[config.mk]
export PLATFORM = sky130hd
export DESIGN_NAME = inta_sequencer_flat
export DESIGN_NICKNAME = d
export VERILOG_FILES = /design/src/rtl/inta_sequencer_if.sv /design/src/rtl/inta_sequencer.sv /design/src/flat_wrapper.sv
export SDC_FILE = /design/constraint.sdc
export NUM_CORES = 1
export LEC_CHECK = 0
export BUFFER_PORTS_ARGS = -buffer_cell sky130_fd_sc_hd__clkbuf_2
export CAP_MARGIN = 20
export CORE_MARGIN = 2
export CORE_UTILIZATION = 37
export CTS_BUF_LIST = sky130_fd_sc_hd__clkbuf_8
export DETAILED_ROUTE_END_ITERATION = 10
export PLACE_DENSITY = 0.67
export SYNTH_ARGS = -nofsm -noshare
export SYNTH_HDL_FRONTEND = slang
export SYNTH_SLANG_ARGS = --single-unit
[constraint.sdc]
create_clock -name clk -period 1.8 [get_ports clk]
set_clock_uncertainty 0.1 [all_clocks]
set_input_delay 0.36 -clock clk [delete_from_list [all_inputs] [get_ports clk]]
set_output_delay 0.36 -clock clk [all_outputs]
set_load 0.02 [all_outputs]
[src/rtl/inta_sequencer_if.sv]
// Signal bundle between the interrupt block / CPU side and the INTA acknowledge sequencer.
// The sequencer connects through the slave modport; whoever drives the request side uses master.
interface inta_sequencer_if;
  logic       int_req;
  logic [2:0] isr_level;
  logic       inta_n;
  logic [4:0] vector_base;
  logic       aeoi_en;
  logic       eoi_cmd;
  logic       int_out;
  logic [1:0] inta_counter;
  logic       aeoi;
  logic       eoi;
  logic [7:0] data_out;
  logic       data_oe;

  modport master (
    output int_req, isr_level, inta_n, vector_base, aeoi_en, eoi_cmd,
    input  int_out, inta_counter, aeoi, eoi, data_out, data_oe
  );

  modport slave (
    input  int_req, isr_level, inta_n, vector_base, aeoi_en, eoi_cmd,
    output int_out, inta_counter, aeoi, eoi, data_out, data_oe
  );
endinterface

[src/rtl/inta_sequencer.sv]
// Two-pulse 8086-style INTA controller: raises INT, counts the acknowledge pulses,
// drives the vector byte on the second pulse and forwards EOI controls.
module inta_sequencer #(
  parameter int SYNC_STAGES = 2
) (
  input  logic            clk,
  input  logic            rst,
  inta_sequencer_if.slave bus
);

  typedef enum logic [2:0] {
    IDLE,
    REQ,
    ACK1,
    ACK2,
    DONE
  } state_t;

  localparam logic [1:0] CODE_NONE = 2'b00;
  localparam logic [1:0] CODE_ACK1 = 2'b01;
  localparam logic [1:0] CODE_ACK2 = 2'b10;

  state_t                 state;
  logic [SYNC_STAGES-1:0] sync_q;
  logic                   dly_q;
  logic                   synced;
  logic                   synced_next;
  logic                   fall;
  logic                   rise;
  logic [7:0]             vec_reg;

  assign synced      = sync_q[SYNC_STAGES-1];
  assign synced_next = sync_q[SYNC_STAGES-2];
  assign fall        = dly_q & ~synced;
  assign rise        = ~dly_q & synced;
  assign bus.data_out = vec_reg;

  // Chain resets to all-ones so a released reset never looks like an INTA edge.
  // NOTE: sequential state uses <= so every read in a clocked block sees pre-edge values.
  always_ff @(posedge clk) begin
    if (rst) begin
      sync_q <= '1;
      dly_q  <= 1'b1;
    end else begin
      sync_q <= {sync_q[SYNC_STAGES-2:0], bus.inta_n};
      dly_q  <= synced;
    end
  end

  always_ff @(posedge clk) begin
    if (rst) begin
      bus.eoi <= 1'b0;
    end else begin
      bus.eoi <= bus.eoi_cmd & ~bus.aeoi_en;
    end
  end

  // data_oe looks one stage up the chain so it tracks the synced level with no extra lag.
  always_ff @(posedge clk) begin
    if (rst) begin
      state            <= IDLE;
      bus.int_out      <= 1'b0;
      bus.inta_counter <= CODE_NONE;
      bus.aeoi         <= 1'b0;
      bus.data_oe      <= 1'b0;
      vec_reg          <= '0;
    end else begin
      case (state)
        IDLE: begin
          if (bus.int_req) begin
            state       <= REQ;
            bus.int_out <= 1'b1;
          end
        end
        REQ: begin
          if (fall) begin
            state            <= ACK1;
            bus.int_out      <= 1'b0;
            bus.inta_counter <= CODE_ACK1;
            bus.aeoi         <= bus.aeoi_en;
          end else if (!bus.int_req) begin
            state       <= IDLE;
            bus.int_out <= 1'b0;
          end
        end
        ACK1: begin
          if (fall) begin
            state            <= ACK2;
            bus.inta_counter <= CODE_ACK2;
            vec_reg          <= {bus.vector_base, bus.isr_level};
            bus.data_oe      <= ~synced_next;
          end
        end
        ACK2: begin
          if (rise) begin
            state       <= DONE;
            bus.data_oe <= 1'b0;
          end else begin
            bus.data_oe <= ~synced_next;
          end
        end
        DONE: begin
          state            <= IDLE;
          bus.inta_counter <= CODE_NONE;
          bus.aeoi         <= 1'b0;
        end
        default: begin
          state            <= IDLE;
          bus.int_out      <= 1'b0;
          bus.inta_counter <= CODE_NONE;
          bus.aeoi         <= 1'b0;
          bus.data_oe      <= 1'b0;
        end
      endcase
    end
  end

endmodule

[src/flat_wrapper.sv]
// flat-port wrapper written by rule: the top's interface ports become plain ports
module inta_sequencer_flat 
#(
  parameter int SYNC_STAGES = 2
)
  (clk, rst, bus_int_req, bus_isr_level, bus_inta_n, bus_vector_base, bus_aeoi_en, bus_eoi_cmd, bus_int_out, bus_inta_counter, bus_aeoi, bus_eoi, bus_data_out, bus_data_oe);
  inta_sequencer_if bus_i ();
  input  logic clk;
  input  logic rst;
  input wire logic [$bits(bus_i.int_req)-1:0] bus_int_req;
  input wire logic [$bits(bus_i.isr_level)-1:0] bus_isr_level;
  input wire logic [$bits(bus_i.inta_n)-1:0] bus_inta_n;
  input wire logic [$bits(bus_i.vector_base)-1:0] bus_vector_base;
  input wire logic [$bits(bus_i.aeoi_en)-1:0] bus_aeoi_en;
  input wire logic [$bits(bus_i.eoi_cmd)-1:0] bus_eoi_cmd;
  output wire logic [$bits(bus_i.int_out)-1:0] bus_int_out;
  output wire logic [$bits(bus_i.inta_counter)-1:0] bus_inta_counter;
  output wire logic [$bits(bus_i.aeoi)-1:0] bus_aeoi;
  output wire logic [$bits(bus_i.eoi)-1:0] bus_eoi;
  output wire logic [$bits(bus_i.data_out)-1:0] bus_data_out;
  output wire logic [$bits(bus_i.data_oe)-1:0] bus_data_oe;
  assign bus_i.int_req = bus_int_req;
  assign bus_i.isr_level = bus_isr_level;
  assign bus_i.inta_n = bus_inta_n;
  assign bus_i.vector_base = bus_vector_base;
  assign bus_i.aeoi_en = bus_aeoi_en;
  assign bus_i.eoi_cmd = bus_eoi_cmd;
  assign bus_int_out = bus_i.int_out;
  assign bus_inta_counter = bus_i.inta_counter;
  assign bus_aeoi = bus_i.aeoi;
  assign bus_eoi = bus_i.eoi;
  assign bus_data_out = bus_i.data_out;
  assign bus_data_oe = bus_i.data_oe;
  inta_sequencer #(.SYNC_STAGES(SYNC_STAGES)) u_core (.clk(clk), .rst(rst), .bus(bus_i));
endmodule
* Yosys cells after proc, flatten, opt, wreduce, memory -nomap -nowiden
Cells that the tools add are included.
W data, S select, Z words.
** Operators by class
- Equality and inequality tests :: 9
- Reductions and logical operators :: 11
- Bitwise logic cells :: 11
- Multiplexer cells :: 18
** Operator list (count)
- $mux W3 :: 5
- $pmux W3 S4 :: 1
- $reduce_or A3 Y1 :: 3
- $not A1 Y1 :: 8
- $eq A3 B2 Y1 const B :: 2
- $mux W1 :: 6
- $ne A2 B1 Y1 const B :: 3
- $pmux W1 S3 :: 2
- $pmux W2 S3 :: 1
- $reduce_and A2 Y1 :: 3
- $reduce_and A3 Y1 :: 2
- $mux W2 :: 2
- $reduce_and A4 Y1 :: 1
- $and A1 B1 Y1 :: 3
- $eq A3 B1 Y1 const B :: 1
- $eq A3 B3 Y1 const B :: 1
- $logic_not A3 Y1 :: 1
- $ne A3 B2 Y1 const B :: 1
- $ne A2 B2 Y1 const B :: 1
- $pmux W1 S2 :: 1
- $reduce_or A2 Y1 :: 1
** Word-level totals
- Input bits :: 14
- Flip-flop bits (word level) :: 20
- Output and inout bits :: 14
- Logic and storage cells :: 58

* Depth between registers and ports, before layout
Gate-level depths: netlist of the first run.
- Depth in word-level cells :: 4
- Gate-level depth with buffers :: 4

* Least setup slack after synthesis of the first run
Ideal clock, no wire load.
- Path type :: register to register
- From :: reg u_core.sync_q[1]
- To :: reg u_core.vec_reg[0], in the netlist u_core.bus.data_out[0]
- Stages on the path, launching flop included :: 4
- Arrival :: 1088 ps
- Clock period less this slack :: 1260 ps
- Setup slack :: 540 ps
- Cells stage by stage :: dfxtp_1 > nand2b_4 > nor3_4 > mux2i_1
** Between the ends
- Word-level cells in the longest chain between the ends :: 3
** Ends and longest elaborated chain
- start, declared :: line inta_sequencer.sv:24 : logic [SYNC_STAGES-1:0] sync_q;
- start signal, assigned :: line inta_sequencer.sv:45 : sync_q <= {sync_q[SYNC_STAGES-2:0], bus.inta_n};
- $not A1 Y1 :: line inta_sequencer.sv:34 : assign fall = dly_q & ~synced;
- $and A1 B1 Y1 :: line inta_sequencer.sv:34
- $reduce_and A2 Y1 (no line)
- end signal, assigned :: line inta_sequencer.sv:90 : vec_reg <= {bus.vector_base, bus.isr_level};
- end, declared :: line inta_sequencer.sv:30 : logic [7:0] vec_reg;
No other way between the ends.
A chain may end at the register's enable or synchronous reset.

* Worst setup path in the final report of the first run
- From :: reg u_core.state[1]
- To :: reg u_core.vec_reg[1], in the netlist u_core.bus.data_out[1]
** Between the ends
- Word-level cells in the longest chain between the ends :: 2
** Ends and longest elaborated chain
- start, declared :: line inta_sequencer.sv:23 : state_t state;
- start signal, assigned :: line inta_sequencer.sv:61 : state <= IDLE;
- start signal, assigned :: line inta_sequencer.sv:71 : state <= REQ;
- start signal, assigned :: line inta_sequencer.sv:77 : state <= ACK1;
- $eq A3 B2 Y1 :: line inta_sequencer.sv:68 : case (state)
- $reduce_and A2 Y1 (no line)
No other way between the ends.

==> results of run 1 <==
cell usage after synthesis:
cell type / n / share of area [%]
o211a_1: 1 / 1.1
nor2_1: 2 / 0.85
o211ai_1: 1 / 0.85
o22ai_1: 1 / 0.71
clkbuf_1: 2 / 0.85
o31ai_1: 1 / 0.85
o21ai_0: 3 / 1.7
o2111ai_1: 1 / 1.0
or2b_1: 1 / 0.85
mux2i_1: 9 / 10
or3b_2: 1 / 1.0
a31oi_1: 1 / 0.71
o32ai_1: 2 / 2.0
inv_1: 2 / 0.85
or2_2: 4 / 2.8
nand2b_4: 1 / 1.6
nor3b_1: 2 / 1.7
buf_12: 1 / 2.3
nor3_4: 1 / 1.8
nor4_1: 1 / 0.71
nand2b_1: 18 / 13
nand2_1: 4 / 1.7
a21oi_1: 7 / 4.0
nor2b_1: 2 / 1.4
dfxtp_1: 20 / 46
kinds of logic (layout without fill, tap and decap cells):
kind of cell           count (synthesis)  after routing  share of synthesized area (%)
DFF                                   20             20                           45.5
muxes                                  9              9                           10.2
AOI/OAI and AO/OA                     18             18                           12.9
and+or+nand+nor                       37             37                           27.3
buffers and inverters                  5             33                           3.98
report_power, final:
group / internal [uW] / leakage (uW) / switching, uW
sequential: 451 / 0.000162 / 10.1
clock: 297 / 0.0000357 / 147
combinational: 35.2 / 0.000253 / 35.3
per-layer routing:
| layer | track usage (%) | up-vias |
|---|---|---|
| li1 | - | 364 |
| met1 | 16.6 | 323 |
| met2 | 19.8 | 33 |
| met3 | 3.43 | 4 |
| met4 | 7.69 | 0 |
| met5 | 0 | - |
stage by stage:
stage          cells  worst slack [ps]
6_report         145               370
5_1_grt          145               254
4_1_cts          145               332
3_5_place_dp     141               334
3_3_place_gp     141               355
2_1_floorplan     89               540
path summary, 6_finish.rpt:
kind	startpoint	end	slack (ps)	cells past startpoint
hold reg to reg	u_core.sync_q[0]	u_core.sync_q[1]	330	1
setup / recovery	u_core.state[1]	u_core.bus.data_out[1]	370	3
setup reg to reg	u_core.state[1]	u_core.bus.data_out[1]	370	3
hold / removal	bus_aeoi_en	u_core.bus.eoi	170	2
layout make-up:
| type | count | area [sq um] | share of cell area [%] |
|---|---|---|---|
| well taps | 28 | 35.0 | 3.20 |
| inverters | 2 | 7.51 | 0.686 |
| clock inverters | 1 | 30.0 | 2.75 |
| multi-input cells | 64 | 444 | 40.6 |
| repair buffers | 27 | 135 | 12.4 |
| clock buffers | 3 | 41.3 | 3.78 |
| flip-flops and latches | 20 | 400 | 36.6 |
critical path, delay by kind of cell, from the launching register on:
| family | cells | cell delay, ps |
|---|---|---|
| flops | 1 | 450 |
| mux | 1 | 250 |
| simple gates | 2 | 550 |
registers in the layout (all words and copies together), names as in the netlist:
signal / flops
u_core.dly_q: 1
u_core.bus.int_out: 1
u_core.bus.aeoi: 1
u_core.state: 3
u_core.bus.inta_counter: 2
u_core.bus.eoi: 1
u_core.bus.data_oe: 1
u_core.sync_q: 2
u_core.bus.data_out: 8
placed cells by master, fill, tap and decap left out, types with 2 or more instances in the layout:
cell type	instances
o21ai_0	3
o32ai_1	2
nand2b_1	18
nor3b_1	2
clkbuf_8	3
dfxtp_1	20
mux2i_1	9
nand2_1	4
a21oi_1	7
nor2b_1	2
nor2_1	2
clkbuf_2	27
inv_1	2
or2_2	4
==> results.sh, run 1 <==
export IMPL_grt_first_pass_wirelength_mm=2.58
export IMPL_antenna_cells_inserted=0
export IMPL_worst_slew_pin_slew_ps=499
export IMPL_met3RoutedLength_microns=121
export IMPL_slew_viols_final=0
export IMPL_cts_buffers_inserted=3
export IMPL_yosysUniqueCellTypes=25
export IMPL_clock_fmax_mhz=699
export IMPL_fillCellCount=233
export IMPL_required_ps=1890
export IMPL_ioPinCount=28
export IMPL_finish_instance_area_sq_mm=0.00109
export IMPL_postSynthNetCount=103
export IMPL_status="completed"
export IMPL_vias_per_cell=4.99
export IMPL_critPathSlowestCell="dfxtp_1"
export IMPL_detail_route_first_pass_iterations=6
export IMPL_root_buffer="clkbuf_8"
export IMPL_timing_final_hold_violations=0
export IMPL_finalNetCount=132
export IMPL_worst_setup_hold_path_clk_slew_ps=80
export IMPL_timing_hold_worst_class="in2reg"
export IMPL_met2_length_microns=736
export IMPL_rsz0062_at_grt="false"
export IMPL_power_leakage_uw=0.000451
export IMPL_hold_fix_buffers_at_cts=0
export IMPL_largest_net_degree_at_the_start_of_global_routing=26
export IMPL_clk_latency_ps=260
export IMPL_setup_violations_final=0
export IMPL_cts_num_sinks=20
export IMPL_cpPeakStageDelay_ps=450
export IMPL_die_area_sq_mm=0.00278
export IMPL_setup_worst_path_class="reg2reg"
export IMPL_critical_path_peak_fanout=8
export IMPL_die_h_microns=52.8
export IMPL_wl_met1_microns=696
export IMPL_topRoutingLayerUsed="met4"
export IMPL_grt_usage_pct=13.1
export IMPL_grt_overflow_total=0
export IMPL_powerDensity_mw_per_mm2=892
export IMPL_max_slew_margin_rel_pct=66.6
export IMPL_cts_tree="built"
export IMPL_crit_path_cell_trace="nand2b_1 -> nor3_4 -> mux2i_1"
export IMPL_synthToLayoutAreaGrowth_pct=24.3
export IMPL_synth_area_sq_um=880
export IMPL_worst_ep_arrival_time_ps=1520
export IMPL_postSynthCellCount=89
export IMPL_drv_cap=0
export IMPL_antenna_violations_before_repair=0
export IMPL_starting_density_of_the_core_pct=39.4
export IMPL_clockBufferDepth=2
export IMPL_first_global_vias=588
export IMPL_category_of_the_worst_setup_path_launch_point="flop"
export IMPL_avgSynthCellArea_sq_um=9.88
export IMPL_setup_tns_ps=0
export IMPL_hold_slack_ps=171
export IMPL_place_detailed_hpwl_mm=1.17
export IMPL_routed_via_count=724
export IMPL_detailedRoute_firstIterationViolations=15
export IMPL_post_cts_buffers=0
export IMPL_sequential_fraction_of_the_synthesis_area_pct=45.5
export IMPL_yosysWarnings=0
export IMPL_placementRows=17
export IMPL_drive_gt1_share_pct=32.5
export IMPL_final_util_pct=49.0
export IMPL_cts_resized=0
export IMPL_routed_wl_mm=1.58
export IMPL_final_period_utilization_pct=79.4
export IMPL_numPortBuffers=27
export IMPL_depth_of_the_cts_h_tree=1
export IMPL_finalPower_uw=976
export IMPL_placed_cell_area_sq_mm=0.00102
export IMPL_final_critical_period_ps=1430
export IMPL_synth_seq_cells=20
export IMPL_route_detailed_wl_per_inst_microns=10.9
export IMPL_final_antenna_net_count=0
export IMPL_cp_end_kind="flop"
export IMPL_vdd_ir_drop_worst_mv=0.512
export IMPL_last_weighted_congestion_value_of_the_routability_driven_placer=0.799
export IMPL_die_w_microns=52.8
export IMPL_drt_drc_violations_left=0
export IMPL_core_area_sq_mm=0.00223
Power figures use the tool's default switching activity.
==> run 2: changes to the inputs <==
--- a/config.mk
+++ b/config.mk
@@ -11,7 +11,7 @@
 export CORE_UTILIZATION = 37
 export CTS_BUF_LIST = sky130_fd_sc_hd__clkbuf_8
 export DETAILED_ROUTE_END_ITERATION = 10
-export PLACE_DENSITY = 0.67
+export PLACE_DENSITY = 0.69
 export SYNTH_ARGS = -nofsm -noshare
 export SYNTH_HDL_FRONTEND = slang
 export SYNTH_SLANG_ARGS = --single-unit
==> constraint.sdc (replaced) <==
create_clock -name clk -period 1.2 [get_ports clk]
set_clock_uncertainty 0.1 [all_clocks]
set_input_delay 0.24 -clock clk [delete_from_list [all_inputs] [get_ports clk]]
set_output_delay 0.24 -clock clk [all_outputs]
set_load 0.02 [all_outputs]
==> run 2 against run 1 <==
  * Global-route usage grew 1.9 points
  * Wire length up 16%
  * Power is 37% higher
==> results.sh, run 2 (synthesis results as in run 1) <==
export IMPL_worst_slew_pin_slew_ps=243
export IMPL_final_antenna_net_count=0
export IMPL_fillCellCount=229
export IMPL_powerDensity_mw_per_mm2=1110
export IMPL_worst_r2r_cell_count=4
export IMPL_root_buffer="clkbuf_8"
export IMPL_multiInputGateArea_sq_um=489
export IMPL_sequential_cell_area_sq_um=409
export IMPL_timing_critical_path_buf_inv=1
export IMPL_crit_path_cell_trace="nand2b_4 -> nor3_4 -> buf_12 -> mux2i_1"
export IMPL_dpl_cell_count=148
export IMPL_min_from="bus_aeoi_en"
export IMPL_cp_end_kind="flop"
export IMPL_finalPower_uw=1330
export IMPL_place_detailed_hpwl_mm=1.32
export IMPL_power_leakage_uw=0.000500
export IMPL_ff2ff_setup_slack_ps=3
export IMPL_rsz0062_at_grt="true"
export IMPL_grt_usage_pct=15.0
export IMPL_max_slew_margin_rel_pct=83.7
export IMPL_cts_num_sinks=20
export IMPL_die_h_microns=52.8
export IMPL_regToRegStartpoint="u_core.state[2]"
export IMPL_timing_rr_end="u_core.bus.data_out[2]"
export IMPL_hold_fix_buffers_at_cts=0
export IMPL_synthToLayoutAreaGrowth_pct=36.8
export IMPL_die_w_microns=52.8
export IMPL_drv_cap=0
export IMPL_leading_cell_type_in_the_layout_fill_and_taps_excluded="clkbuf_2"
export IMPL_ioPinCount=28
export IMPL_first_global_vias=758
export IMPL_cts_buffers_inserted=3
export IMPL_depth_of_the_cts_h_tree=1
export IMPL_final_instance_count_excl_fill=153
export IMPL_holdPathStages=2
export IMPL_category_of_the_worst_setup_path_launch_point="flop"
export IMPL_die_area_sq_mm=0.00278
export IMPL_critPathSlowestCell="dfxtp_2"
export IMPL_pre_cts_ws_ps=-23.6
export IMPL_highest_count_cells_in_the_layout_ignoring_fill_and_taps="27 x clkbuf_2, 17 x nand2b_1, 15 x dfxtp_1"
export IMPL_vdd_ir_drop_worst_mv=0.608
export IMPL_detail_route_first_pass_iterations=4
export IMPL_clockBufferDepth=2
export IMPL_required_ps=1290
export IMPL_slew_viols_final=0
export IMPL_setup_violations_final=0
export IMPL_setup_worst_path_class="reg2reg"
export IMPL_final_critical_period_ps=1200
export IMPL_starting_density_of_the_core_pct=39.4
export IMPL_placementRows=17
export IMPL_largest_register_ff_count=8
export IMPL_crit_family="flip-flops"
export IMPL_drive_gt1_share_pct=47.2
export IMPL_vias_per_cell=4.90
export IMPL_detailedRoute_firstIterationViolations=6
export IMPL_timing_hold_worst_class="in2reg"
export IMPL_antenna_cells_inserted=0
export IMPL_timing_final_hold_violations=0
export IMPL_final_util_pct=53.9
export IMPL_routed_via_count=750
export IMPL_last_weighted_congestion_value_of_the_routability_driven_placer=0.817
export IMPL_clk_latency_ps=250
export IMPL_route_detailed_wl_per_inst_microns=12.0
export IMPL_critical_path_peak_fanout=8
export IMPL_core_area_sq_mm=0.00223
export IMPL_cpPeakStageDelay_ps=350
export IMPL_cp_startpoint="u_core.state[2]"
export IMPL_numPortBuffers=27
export IMPL_clock_fmax_mhz=835
export IMPL_routed_wl_mm=1.83
export IMPL_drt_drc_violations_left=0
export IMPL_final_period_utilization_pct=99.7
export IMPL_setup_tns_ps=0
export IMPL_antenna_violations_before_repair=0
export IMPL_status="completed"
export IMPL_timing_final_ws_setup_ps=3.06
export IMPL_grt_first_pass_wirelength_mm=3.15
export IMPL_grt_overflow_total=0
export IMPL_worst_setup_hold_path_clk_slew_ps=70
export IMPL_largest_net_degree_at_the_start_of_global_routing=19
export IMPL_cts_tree="built"
export IMPL_whs_endpoint="u_core.bus.eoi"
export IMPL_finalNetCount=140
export IMPL_worst_ep_arrival_time_ps=1280
-- run 2: cell count changes in the layout (fill, tap and decap cells not counted), sizes merged --
cell / previous run / this run
bufinv: 1 / 0
buf: 0 / 8
clkbuf: 30 / 31
-- run 2: final cells by class --
| type | instances | area share [%] |
|---|---|---|
| timing repair buffer | 35 | 17.3 |
| clock buffer | 4 | 4.57 |
| multi-input combinational | 64 | 40.6 |
| inverter | 2 | 0.624 |
| sequential | 20 | 34.0 |
| tap | 28 | 2.91 |
-- run 2: timing repair --
action / CTS / global route
buffers inserted: 0 / 1
pin swaps: 1 / 1
setup endpoints to repair: 9 / 13
resized for setup: 5 / 8
-- run 2: how the worst max path moves through the flow --
| stage | to | slack, ps | cells past startpoint |
|---|---|---|---|
| detailed placement | u_core.bus.aeoi | -20 | 3 |
| floorplan | u_core.bus.data_out[0] | -50 | 3 |
| CTS | u_core.bus.data_out[2] | -10 | 4 |
| finish | u_core.bus.data_out[2] | 3 | 4 |
| global route | u_core.bus.data_out[0] | -60 | 4 |
| global placement | u_core.bus.aeoi | -40 | 3 |
-- run 2: per-layer routing --
layer / vias to the layer above / global-route usage (%) / routed length, microns
li1: 379 / - / -
met1: 344 / 19.1 / 807
met2: 27 / 25.2 / 897
met3: 0 / 4.29 / 126
met4: 0 / 2.56 / 0
met5: - / 0 / 0
-- run 2: per-stage QoR --
step	instance area (sq um)	hold slack (ps)
6_report	1200	58.7
3_5_place_dp	1100	328
3_3_place_gp	1100	317
4_1_cts	1160	57.1
5_1_grt	1200	69.3
2_1_floorplan	888	216
-- run 2: where the power goes --
part | switching (uW) | internal (uW) | leakage, uW
registers | 15.6 | 676 | 0.000163
logic | 63.8 | 67.7 | 0.000308
clock network | 220 | 292 | 0.0000288
total | 299 | 1040 | 0.000500
